<file path="src/rtl/adc_frame_scheduler.sv">
// CS/SCLK frame sequencer for the serial ADC receive path; captures the receiver word as a 12-bit sample.
// Optional build macro ADC_AVG_EN: average four captures per reported sample.
module adc_frame_scheduler #(
  parameter int CLK_DIV       = 4,
  parameter int SAMPLE_PERIOD = 200,
  parameter int FRAME_BITS    = 16
) (
  input  logic        clk,
  input  logic        reset_n,
  input  logic        enable,
  input  logic        start,
  input  logic [15:0] rx_word,
  output logic        CS,
  output logic        SCLK,
  output logic        busy,
  output logic        sample_valid,
  output logic [11:0] sample_data,
  output logic        overrun
);

  localparam int HC_W  = (CLK_DIV > 2) ? $clog2(CLK_DIV) : 1;
  localparam int BIT_W = (FRAME_BITS > 2) ? $clog2(FRAME_BITS) : 1;
  localparam int PER_W = (SAMPLE_PERIOD > 2) ? $clog2(SAMPLE_PERIOD) : 1;

  localparam logic [HC_W-1:0]  HC_LAST  = HC_W'(CLK_DIV - 1);
  localparam logic [BIT_W-1:0] BIT_LAST = BIT_W'(FRAME_BITS - 1);
  localparam logic [PER_W-1:0] PER_LAST = PER_W'(SAMPLE_PERIOD - 1);

  typedef enum logic [2:0] {
    ST_IDLE,
    ST_CS_SETUP,
    ST_SHIFT,
    ST_CS_HOLD,
    ST_RESYNC,
    ST_CAPTURE,
    ST_QUIET
  } state_e;

  state_e             state_q, state_d;
  logic [HC_W-1:0]    hc_q, hc_d;
  logic [BIT_W-1:0]   bit_q, bit_d;
  logic               phase_q, phase_d;
  logic [PER_W-1:0]   per_q, per_d;
  logic               cs_q, cs_d;
  logic               sclk_q, sclk_d;
  logic               valid_q, valid_d;
  logic [11:0]        data_q, data_d;
  logic               ovr_q, ovr_d;

  logic               hc_last;
  logic               wrap;
  logic               busy_w;
  logic               unused_rx_bits;

`ifdef ADC_AVG_EN
  logic [13:0]        acc_q, acc_d;
  logic [1:0]         cap_cnt_q, cap_cnt_d;
  logic [13:0]        acc_sum;
`endif

  assign hc_last = (hc_q == HC_LAST);
  assign busy_w  = (state_q != ST_IDLE) && (state_q != ST_QUIET);
  assign wrap    = enable && (per_q == PER_LAST);
  assign unused_rx_bits = &{1'b0, rx_word[15:12]};

  // Period counter runs only while continuous sampling is enabled.
  always_comb begin
    per_d = per_q;
    if (!enable || state_q == ST_IDLE) begin
      per_d = '0;
    end else if (wrap) begin
      per_d = '0;
    end else begin
      per_d = per_q + PER_W'(1);
    end
  end

  always_ff @(posedge clk or negedge reset_n) begin
    if (!reset_n) begin
      state_q   <= ST_IDLE;
      hc_q      <= '0;
      bit_q     <= '0;
      phase_q   <= 1'b0;
      per_q     <= '0;
      cs_q      <= 1'b1;
      sclk_q    <= 1'b1;
      valid_q   <= 1'b0;
      data_q    <= '0;
      ovr_q     <= 1'b0;
`ifdef ADC_AVG_EN
      acc_q     <= '0;
      cap_cnt_q <= '0;
`endif
    end else begin
      state_q   <= state_d;
      hc_q      <= hc_d;
      bit_q     <= bit_d;
      phase_q   <= phase_d;
      per_q     <= per_d;
      cs_q      <= cs_d;
      sclk_q    <= sclk_d;
      valid_q   <= valid_d;
      data_q    <= data_d;
      ovr_q     <= ovr_d;
`ifdef ADC_AVG_EN
      acc_q     <= acc_d;
      cap_cnt_q <= cap_cnt_d;
`endif
    end
  end

  always_comb begin
    state_d = state_q;
    hc_d    = hc_q;
    bit_d   = bit_q;
    phase_d = phase_q;
    unique case (state_q)
      ST_IDLE: begin
        if (enable || start) begin
          state_d = ST_CS_SETUP;
          hc_d    = '0;
        end
      end
      ST_CS_SETUP: begin
        if (hc_last) begin
          state_d = ST_SHIFT;
          hc_d    = '0;
          phase_d = 1'b0;
          bit_d   = '0;
        end else begin
          hc_d = hc_q + HC_W'(1);
        end
      end
      ST_SHIFT: begin
        if (hc_last) begin
          hc_d = '0;
          if (!phase_q) begin
            phase_d = 1'b1;
          end else begin
            phase_d = 1'b0;
            if (bit_q == BIT_LAST) begin
              state_d = ST_CS_HOLD;
            end else begin
              bit_d = bit_q + BIT_W'(1);
            end
          end
        end else begin
          hc_d = hc_q + HC_W'(1);
        end
      end
      ST_CS_HOLD: begin
        if (hc_last) begin
          state_d = ST_RESYNC;
          hc_d    = '0;
          phase_d = 1'b0;
        end else begin
          hc_d = hc_q + HC_W'(1);
        end
      end
      ST_RESYNC: begin
        if (hc_last) begin
          hc_d = '0;
          if (!phase_q) begin
            phase_d = 1'b1;
          end else begin
            state_d = ST_CAPTURE;
          end
        end else begin
          hc_d = hc_q + HC_W'(1);
        end
      end
      ST_CAPTURE: begin
        state_d = enable ? ST_QUIET : ST_IDLE;
      end
      ST_QUIET: begin
        if (!enable) begin
          state_d = ST_IDLE;
        end else if (wrap) begin
          state_d = ST_CS_SETUP;
          hc_d    = '0;
        end
      end
      default: begin
        state_d = ST_IDLE;
      end
    endcase
  end

  always_comb begin
    cs_d   = !((state_d == ST_CS_SETUP) || (state_d == ST_SHIFT) || (state_d == ST_CS_HOLD));
    sclk_d = 1'b1;
    if (state_d == ST_SHIFT) begin
      sclk_d = phase_d;
    end else if (state_d == ST_RESYNC) begin
      // First RESYNC cycle keeps SCLK high so it never moves together with the CS rise.
      sclk_d = phase_d || (hc_d == '0);
    end

    ovr_d = busy_w && (wrap || (start && !enable));

`ifdef ADC_AVG_EN
    acc_d     = acc_q;
    cap_cnt_d = cap_cnt_q;
    valid_d   = 1'b0;
    data_d    = data_q;
    acc_sum   = acc_q + {2'b00, rx_word[11:0]};
    if (state_q == ST_CAPTURE) begin
      if (cap_cnt_q == 2'd3) begin
        data_d    = acc_sum[13:2];
        valid_d   = 1'b1;
        acc_d     = '0;
        cap_cnt_d = '0;
      end else begin
        acc_d     = acc_sum;
        cap_cnt_d = cap_cnt_q + 2'd1;
      end
    end
    if (state_d == ST_IDLE && state_q != ST_IDLE) begin
      acc_d     = '0;
      cap_cnt_d = '0;
    end
`else
    valid_d = (state_q == ST_CAPTURE);
    data_d  = valid_d ? rx_word[11:0] : data_q;
`endif
  end

  assign CS           = cs_q;
  assign SCLK         = sclk_q;
  assign busy         = busy_w;
  assign sample_valid = valid_q;
  assign sample_data  = data_q;
  assign overrun      = ovr_q;

endmodule

</file>
<file path="config.mk">
export PLATFORM = sky130hd
export DESIGN_NAME = adc_frame_scheduler
export DESIGN_NICKNAME = d
export VERILOG_FILES = /design/src/rtl/adc_frame_scheduler.sv
export SDC_FILE = /design/constraint.sdc
export NUM_CORES = 1
export LEC_CHECK = 0
export ABC_AREA = 1
export ABC_CLOCK_PERIOD_IN_PS = 1300
export BUFFER_PORTS_ARGS = -buffer_cell sky130_fd_sc_hd__buf_2
export CORE_MARGIN = 4
export CORE_UTILIZATION = 40
export DETAILED_ROUTE_END_ITERATION = 12
export PLACE_DENSITY_LB_ADDON = 0.05
export SLEW_MARGIN = 20
export SYNTH_ARGS = -nofsm -noshare
export SYNTH_HDL_FRONTEND = slang
export SYNTH_SLANG_ARGS = --single-unit
</file>
<file path="constraint.sdc">
create_clock -name clk -period 1.3 [get_ports clk]
set_input_delay 0.26 -clock clk [delete_from_list [all_inputs] [get_ports clk]]
set_output_delay 0.26 -clock clk [all_outputs]
set_load 0.02 [all_outputs]
</file>
==> results of run 1 <==
[power by group]
part / total, mW / switching [mW] / internal, mW
Clock: 0.808 / 0.383 / 0.425
Combinational: 2.93 / 1.62 / 1.30
Sequential: 1.68 / 0.246 / 1.43
Total: 5.41 / 2.25 / 3.16
[cells by family (layout without fill, tap and decap cells)]
group	count (synthesis)	after routing	synth area share, %
adder cells (fa/ha/maj)	5	5	3.785
AO/OA/AOI/OAI	21	21	6.964
buffers and inverters	23	109	5.299
XOR/XNOR	2	2	1.060
flip-flops	34	34	51.63
AND/OR/NAND/NOR	119	119	31.26
[cell usage after synthesis (all sizes together) (3+ instances only)]
library cell  count
nand2            79
dfrtp            32
nor2             23
inv              21
a21oi            10
nand3             7
o21ai             6
ha                5
nor3              4
nor3b             3
[through the flow]
| stage | total power, mW | instances |
|---|---|---|
| CTS | 5.075 | 333 |
| finish | 5.413 | 340 |
| detailed placement | 3.905 | 313 |
| floorplan | 3.012 | 204 |
| global placement | 3.876 | 313 |
| global route | 5.868 | 340 |
[worst max-delay path: cells and delay by family (launching register included)]
kind                   cells  cell delay (ps)
buffers and inverters      3              330
and+or+nand+nor            3              230
DFF                        1              450
[state kept, by name (all words and copies together) (netlist names)]
name / cells
SCLK: 1
bit_q: 4
state_q: 3
overrun: 1
sample_data: 12
per_q: 8
hc_q: 2
sample_valid: 1
phase_q: 1
CS: 1
[area by class of cell]
| type | instances | area share (%) |
|---|---|---|
| multi-input cells | 147 | 36.11 |
| flip-flops and latches | 34 | 32.76 |
| repair buffers | 79 | 21.57 |
| inverters | 21 | 3.252 |
| clock buffers | 6 | 3.156 |
| well taps | 50 | 2.391 |
| clock inverters | 2 | 0.4782 |
| repair inverters | 1 | 0.2869 |
[repair_timing]
| item | 4_1_cts | 5_1_grt |
|---|---|---|
| hold buffers | 1 | 0 |
| setup buffers | 11 | 6 |
| endpoints found under the hold margin | 9 | 0 |
| gates resized for setup | 29 | 44 |
| cloned | 0 | 1 |
| pin swaps | 8 | 10 |
| setup endpoints to repair | 16 | 34 |
[routing by layer]
metal	up-vias	part of all wire, %	global-route usage [%]
li1	818	-	-
met1	726	45	20.87
met2	37	48	27.20
met3	8	5.6	5.125
met4	0	1.9	5.637
met5	-	0	0
[path summary, 6_finish.rpt]
path | cells after the start | slack [ps] | to | start
min reg2reg | 2 | 470 | sample_data[11]$_DFFE_PN0N_ | sample_data[11]$_DFFE_PN0N_
max | 6 | -250 | busy | state_q[0]$_DFF_PN0_
max reg2reg | 12 | -190 | SCLK$_DFF_PN1_ | per_q[1]$_DFF_PN0_
max in group asynchronous | 3 | 430 | SCLK$_DFF_PN1_ | reset_n
min in group asynchronous | 2 | 380 | per_q[7]$_DFF_PN0_ | reset_n
min | 3 | 170 | sample_data[11]$_DFFE_PN0N_ | rx_word[11]
==> summary.md, run 1 <==
| Metric | Value |
|---|---|
| Tcrit/Tclk final | `119.3%` |
| YS warnings | `0` |
| Worst slew pin tran | `between 200 and 300 ps` |
| Max Fclk | `approximately 640 MHz` |
| Most frequent cell on the critical path | `buf_6` |
| Final wirelength | `between 4000 and 5000 um` |
| Multi-input gate area | `944.7 sq um` |
| Setup crit start kind | `flip-flop` |
| Final setup fails | `25` |
| Cell count after synthesis | `between 200 and 250` |
| Routability cong. | `approximately 0.82` |
| Post-synth EDFFs | `0` |
| Area delta synth->final | `58.29%` |
| Clock Sinks | `34` |
| Vias in the first global route | `about 1600` |
| Global-route wire length before repair | `6741 um` |
| Fin crit period | `between 1500 and 2000 ps` |
| Detailed Place HPWL | `roughly 2700 um` |
| CP max stage cell | `dfrtp_2` |
| Required time of the worst setup path | `roughly 1000 ps` |
| Fillers | `335` |
| Setup TNS Final | `-1755 ps` |
| Via Count | `approximately 1600` |
| Syn Nets | `~230` |
| Dominant cells by area after synthesis | `dfrtp_1 (48%), nand2_1 (17%), inv_1 (4.3%), nor2_1 (4.3%), ha_1 (3.8%)` |
| CORE AREA | `4000 sq um` |
| Maximum buffer depth of the clock tree | `2` |
| Max-Cap Viols | `0` |
| Fraction of layout cells with a size suffix above 1 | `51.72%` |
| Mapped cell area | `about 1700 sq um` |
| Routed len/inst | `roughly 12 um` |
| Clock Skews | `~3.4 ps` |
| CP Max Fanout | `4` |
| Critical Path, Cell by Cell | `inv_2 > nand2_4 > nor2_4 > buf_6 > nor2_2 > buf_6` |
| Die height | `72.28 um` |
| Starting DRT DRC Count | `68` |
| Worst-path clk slew | `roughly 70 ps` |
| Largest stage delay, worst path | `450 ps` |
| Cell area after layout | `roughly 2600 sq um` |
| Ys flop type | `dfrtp_1` |
| Hold Crit Class | `in2reg` |
| Slew headroom | `between 80% and 90%` |
| IO buf count | `32` |
| Setup crit end kind | `primary output` |
| Post-route ant nets | `0` |
| Failing checks | `setup timing` |
| Largest net degree at the start of global routing | `26` |
| Post-layout util | `65.41%` |
| Remaining global-route overflow | `0` |
| Endpoints failing hold | `0` |
| Total iterations of the first detailed-routing run | `5` |
| Commonest cells after routing, fill and taps aside | `nand2_1 (65), buf_4 (37), buf_2 (31)` |
| Gr usage total | `about 17%` |
| Static leakage | `between 1 and 1.5 nW` |
| Async S/R FF share, synth | `100.0%` |
| Final setup margin | `-250.6 ps` |
| Initial antenna violation count | `0` |
| Synth cell types | `28` |
| Pre-CTS WS | `-173.6 ps` |
| Die area | `between 5000 and 6000 sq um` |
| Syn avg cell area | `8.102 sq um` |
| FF+latch area | `~860 sq um` |
| TritonCTS buffer count | `5` |
| CTS tree | `done` |
| Top-level I/O count | `37` |
| Yosys top cell by area | `dfrtp_1` |
| Residual DRC | `0` |
| Worst skew pair latency | `around 280 ps` |
| Min Hold Slack | `174.4 ps` |
| Peak VDD IR | `roughly 1600 uV` |
| Ant. Diodes | `0` |
| Worst EP arrival | `1290 ps` |
| CTS H-Tree Depth | `2` |
| Top-area cell type share of the netlist area | `roughly 48%` |
| RSZ-0062 raised after global routing | `true` |
| Final Max Slew Viols | `0` |
| Most common cell after layout, fill and taps aside | `nand2_1` |
| Placement Cell Area | `2125 sq um` |
| Vias/cell | `4.674` |
| Register area share after synthesis | `around half` |
| #FFs+latches synth | `34` |
| Starting density of the core | `about two fifths` |
| Nets@finish | `roughly 310` |
| Std-Cell Rows | `23` |
| Pwr/cell area | `just over 2000 nW/um^2` |
| Root buffer cell | `clkbuf_8` |
| Status | `finished with violations` |
| Die Wd | `slightly above 70 um` |
| Setup CP Type | `reg2out` |
No activity file was read; power rests on OpenSTA's default activity.
==> run 2, diff against run 1 <==
--- a/config.mk
+++ b/config.mk
@@ -9,7 +9,7 @@
 export ABC_CLOCK_PERIOD_IN_PS = 1300
 export BUFFER_PORTS_ARGS = -buffer_cell sky130_fd_sc_hd__buf_2
 export CORE_MARGIN = 4
-export CORE_UTILIZATION = 40
+export CORE_UTILIZATION = 25
 export DETAILED_ROUTE_END_ITERATION = 12
 export PLACE_DENSITY_LB_ADDON = 0.05
 export SLEW_MARGIN = 20
==> run 2 against run 1 <==
The run still ends with setup timing left. Clock power is 4.3% higher. Cell count rose by 11%. Critical path type is now reg2reg. Maximum frequency fell by 0.84%. Critical endpoint is now bit_q[2]$_DFFE_PN0P_. Global-route usage is 4.9 points lower. Sequential power is essentially flat. Combinational power grew 9.2%. Largest cell class unchanged. Sequential share of layout area shrank 1.5 points. Wire length increased by 9.8%. Register-to-register slack got worse by 70 ps. Non-clock buffer count up 10.
==> summary.md, run 2 (synthesized netlist as in run 1, its figures left out) <==
| Metric | Value |
|---|---|
| Die area | `7976 sq um (was 5224 sq um)` |
| Clock Skews | `5.609 ps (was 3.399 ps)` |
| Setup crit end kind | `flip-flop (was primary output)` |
| Slew headroom | `74.46% (was 81.89%)` |
| Initial antenna violation count | `0 (unchanged)` |
| Final wirelength | `4525 um (was 4122 um)` |
| Routed len/inst | `12.00 um (was 12.12 um)` |
| Placement Cell Area | `2211 sq um (was 2125 sq um)` |
| Setup TNS Final | `-2625 ps (was -1755 ps)` |
| CP Max Fanout | `6 (was 4)` |
| Failing checks | `setup timing (unchanged)` |
| Most common cell after layout, fill and taps aside | `nand2_1 (unchanged)` |
| Gr usage total | `11.75% (was 16.64%)` |
| Residual DRC | `0 (unchanged)` |
| Remaining global-route overflow | `0 (unchanged)` |
| Detailed Place HPWL | `3061 um (was 2678 um)` |
| Number of flip-flops under the largest register name | `12 (unchanged)` |
| Max-Cap Viols | `0 (unchanged)` |
| Std-Cell Rows | `29 (was 23)` |
| Worst-path clk slew | `80 ps (was 70 ps)` |
| CORE AREA | `6386 sq um (was 4000 sq um)` |
| CTS H-Tree Depth | `2 (unchanged)` |
| Endpoints failing hold | `0 (unchanged)` |
| CTS tree | `done (unchanged)` |
| Pwr/cell area | `2088 nW/um^2 (was 2069 nW/um^2)` |
| Fraction of layout cells with a size suffix above 1 | `56.00% (was 51.72%)` |
| Clock Sinks | `34 (unchanged)` |
| Static leakage | `1.402 nW (was 1.377 nW)` |
| Total iterations of the first detailed-routing run | `4 (was 5)` |
| Maximum buffer depth of the clock tree | `2 (unchanged)` |
| Via Count | `1626 (was 1589)` |
| Commonest cells after routing, fill and taps aside | `nand2_1 (57), buf_4 (45), buf_2 (31) (was nand2_1 (65), buf_4 (37), buf_2 (31))` |
| Layout Cells excl Fill | `377 (was 340)` |
| Global-route wire length before repair | `7272 um (was 6741 um)` |
| Required time of the worst setup path | `1500 ps (was 1040 ps)` |
| Final Max Slew Viols | `0 (unchanged)` |
| Setup crit start kind | `flip-flop (unchanged)` |
| Fin crit period | `1564 ps (was 1551 ps)` |
| Setup CP Type | `reg2reg (was reg2out)` |
| Die Wd | `89.31 um (was 72.28 um)` |
| Area delta synth->final | `66.01% (was 58.29%)` |
| Hold depth | `3 (unchanged)` |
| Starting DRT DRC Count | `25 (was 68)` |
| Cell area after layout | `2744 sq um (was 2616 sq um)` |
| Post-layout util | `42.97% (was 65.41%)` |
| Starting density of the core | `25.88% (was 41.32%)` |
| Die height | `89.31 um (was 72.28 um)` |
| Status | `finished with violations (unchanged)` |
| Root buffer cell | `clkbuf_8 (unchanged)` |
| Peak VDD IR | `946.5 uV (was 1550 uV)` |
| Top-level I/O count | `37 (unchanged)` |
| # placed instances | `347 (was 313)` |
| RSZ-0062 raised after global routing | `true (unchanged)` |
| R2R cell count | `8 (was 12)` |
| Pre-CTS WS | `-180.2 ps (was -173.6 ps)` |
| Max Fclk | `639.5 MHz (was 644.9 MHz)` |
| Vias/cell | `4.313 (was 4.674)` |
| Nets@finish | `324 (was 314)` |
| Worst EP arrival | `1770 ps (was 1290 ps)` |
| Worst skew pair latency | `290 ps (was 280 ps)` |
| Tcrit/Tclk final | `120.3% (was 119.3%)` |
| Ant. Diodes | `0 (unchanged)` |
| Final setup fails | `26 (was 25)` |
| Worst slew pin tran | `380.2 ps (was 270.7 ps)` |
| Vias in the first global route | `1564 (was 1570)` |
| Routability cong. | `0.7369 (was 0.8188)` |
| Post-route ant nets | `0 (unchanged)` |
| TritonCTS buffer count | `5 (unchanged)` |
| Final setup margin | `-263.8 ps (was -250.6 ps)` |
| Hold Crit Class | `in2reg (unchanged)` |
| Largest net degree at the start of global routing | `35 (was 26)` |
| IO buf count | `32 (unchanged)` |
-- run 2: cell types whose count changed in the layout (fill, tap and decap cells not counted), moves of 2 or more --
cell	change
inv_1	-2
nand3_2	-2
nand2_2	+9
buf_4	+8
nand3_1	+2
nand2_1	-8
-- run 2: worst paths after layout --
kind	from	slack (ps)	end
max	state_q[0]$_DFF_PN0_	-260	bit_q[2]$_DFFE_PN0P_
min	rx_word[4]	160	sample_data[4]$_DFFE_PN0N_
max reg2reg	state_q[0]$_DFF_PN0_	-260	bit_q[2]$_DFFE_PN0P_
min reg2reg	sample_data[7]$_DFFE_PN0N_	470	sample_data[7]$_DFFE_PN0N_
max in group asynchronous	reset_n	580	CS$_DFF_PN1_
min in group asynchronous	reset_n	470	sample_data[0]$_DFFE_PN0N_
-- run 2: per-layer routing --
layer,vias up,wire length [um],global-route usage [%]
met5,-,0,0
met4,0,54,3.248
met3,6,290,2.949
met2,38,2035,19.16
met1,748,2144,15.48
li1,834,-,-
-- run 2: critical path, stage by stage, from the launching register on --
cell     delay (ps)
dfrtp_2         440
inv_2            90
nand2_4          60
buf_12          120
nor2_4          190
inv_4            70
buf_4           140
buf_4           120
o31ai_2         220
-- run 2: report_power, final --
group	total (mW)	leakage, nW	internal [mW]	switching [mW]
Combinational	3.20	0.927	1.52	1.69
Clock	0.843	0.0472	0.426	0.417
Sequential	1.68	0.428	1.43	0.247
-- run 2: per-stage QoR --
| step | power, mW | hold slack, ps |
|---|---|---|
| finish | 5.728 | 163.9 |
| global route | 6.233 | 164.5 |
| CTS | 5.235 | 163.3 |
| detailed placement | 3.970 | 241.0 |
| global placement | 3.978 | 242.3 |
| floorplan | 3.012 | -35.59 |
-- run 2: area by class of cell --
class | instances | area (sq um)
well taps | 77 | 96.34
repair buffers | 89 | 655.6
repair inverters | 1 | 7.507
clock buffers | 6 | 82.58
fillers | 649 | 3642
flip-flops and latches | 34 | 857.1
clock inverters | 2 | 12.51
multi-input cells | 147 | 944.7
inverters | 21 | 87.58
-- run 2: timing repair --
item                                    CTS  global route
buffers inserted                          7            13
endpoints found under the setup margin   30            31
pin swaps                                 8            17
resized for setup                        40            44
hold buffers                              1             0
gates cloned                              1             0
hold endpoints to repair                 32             0
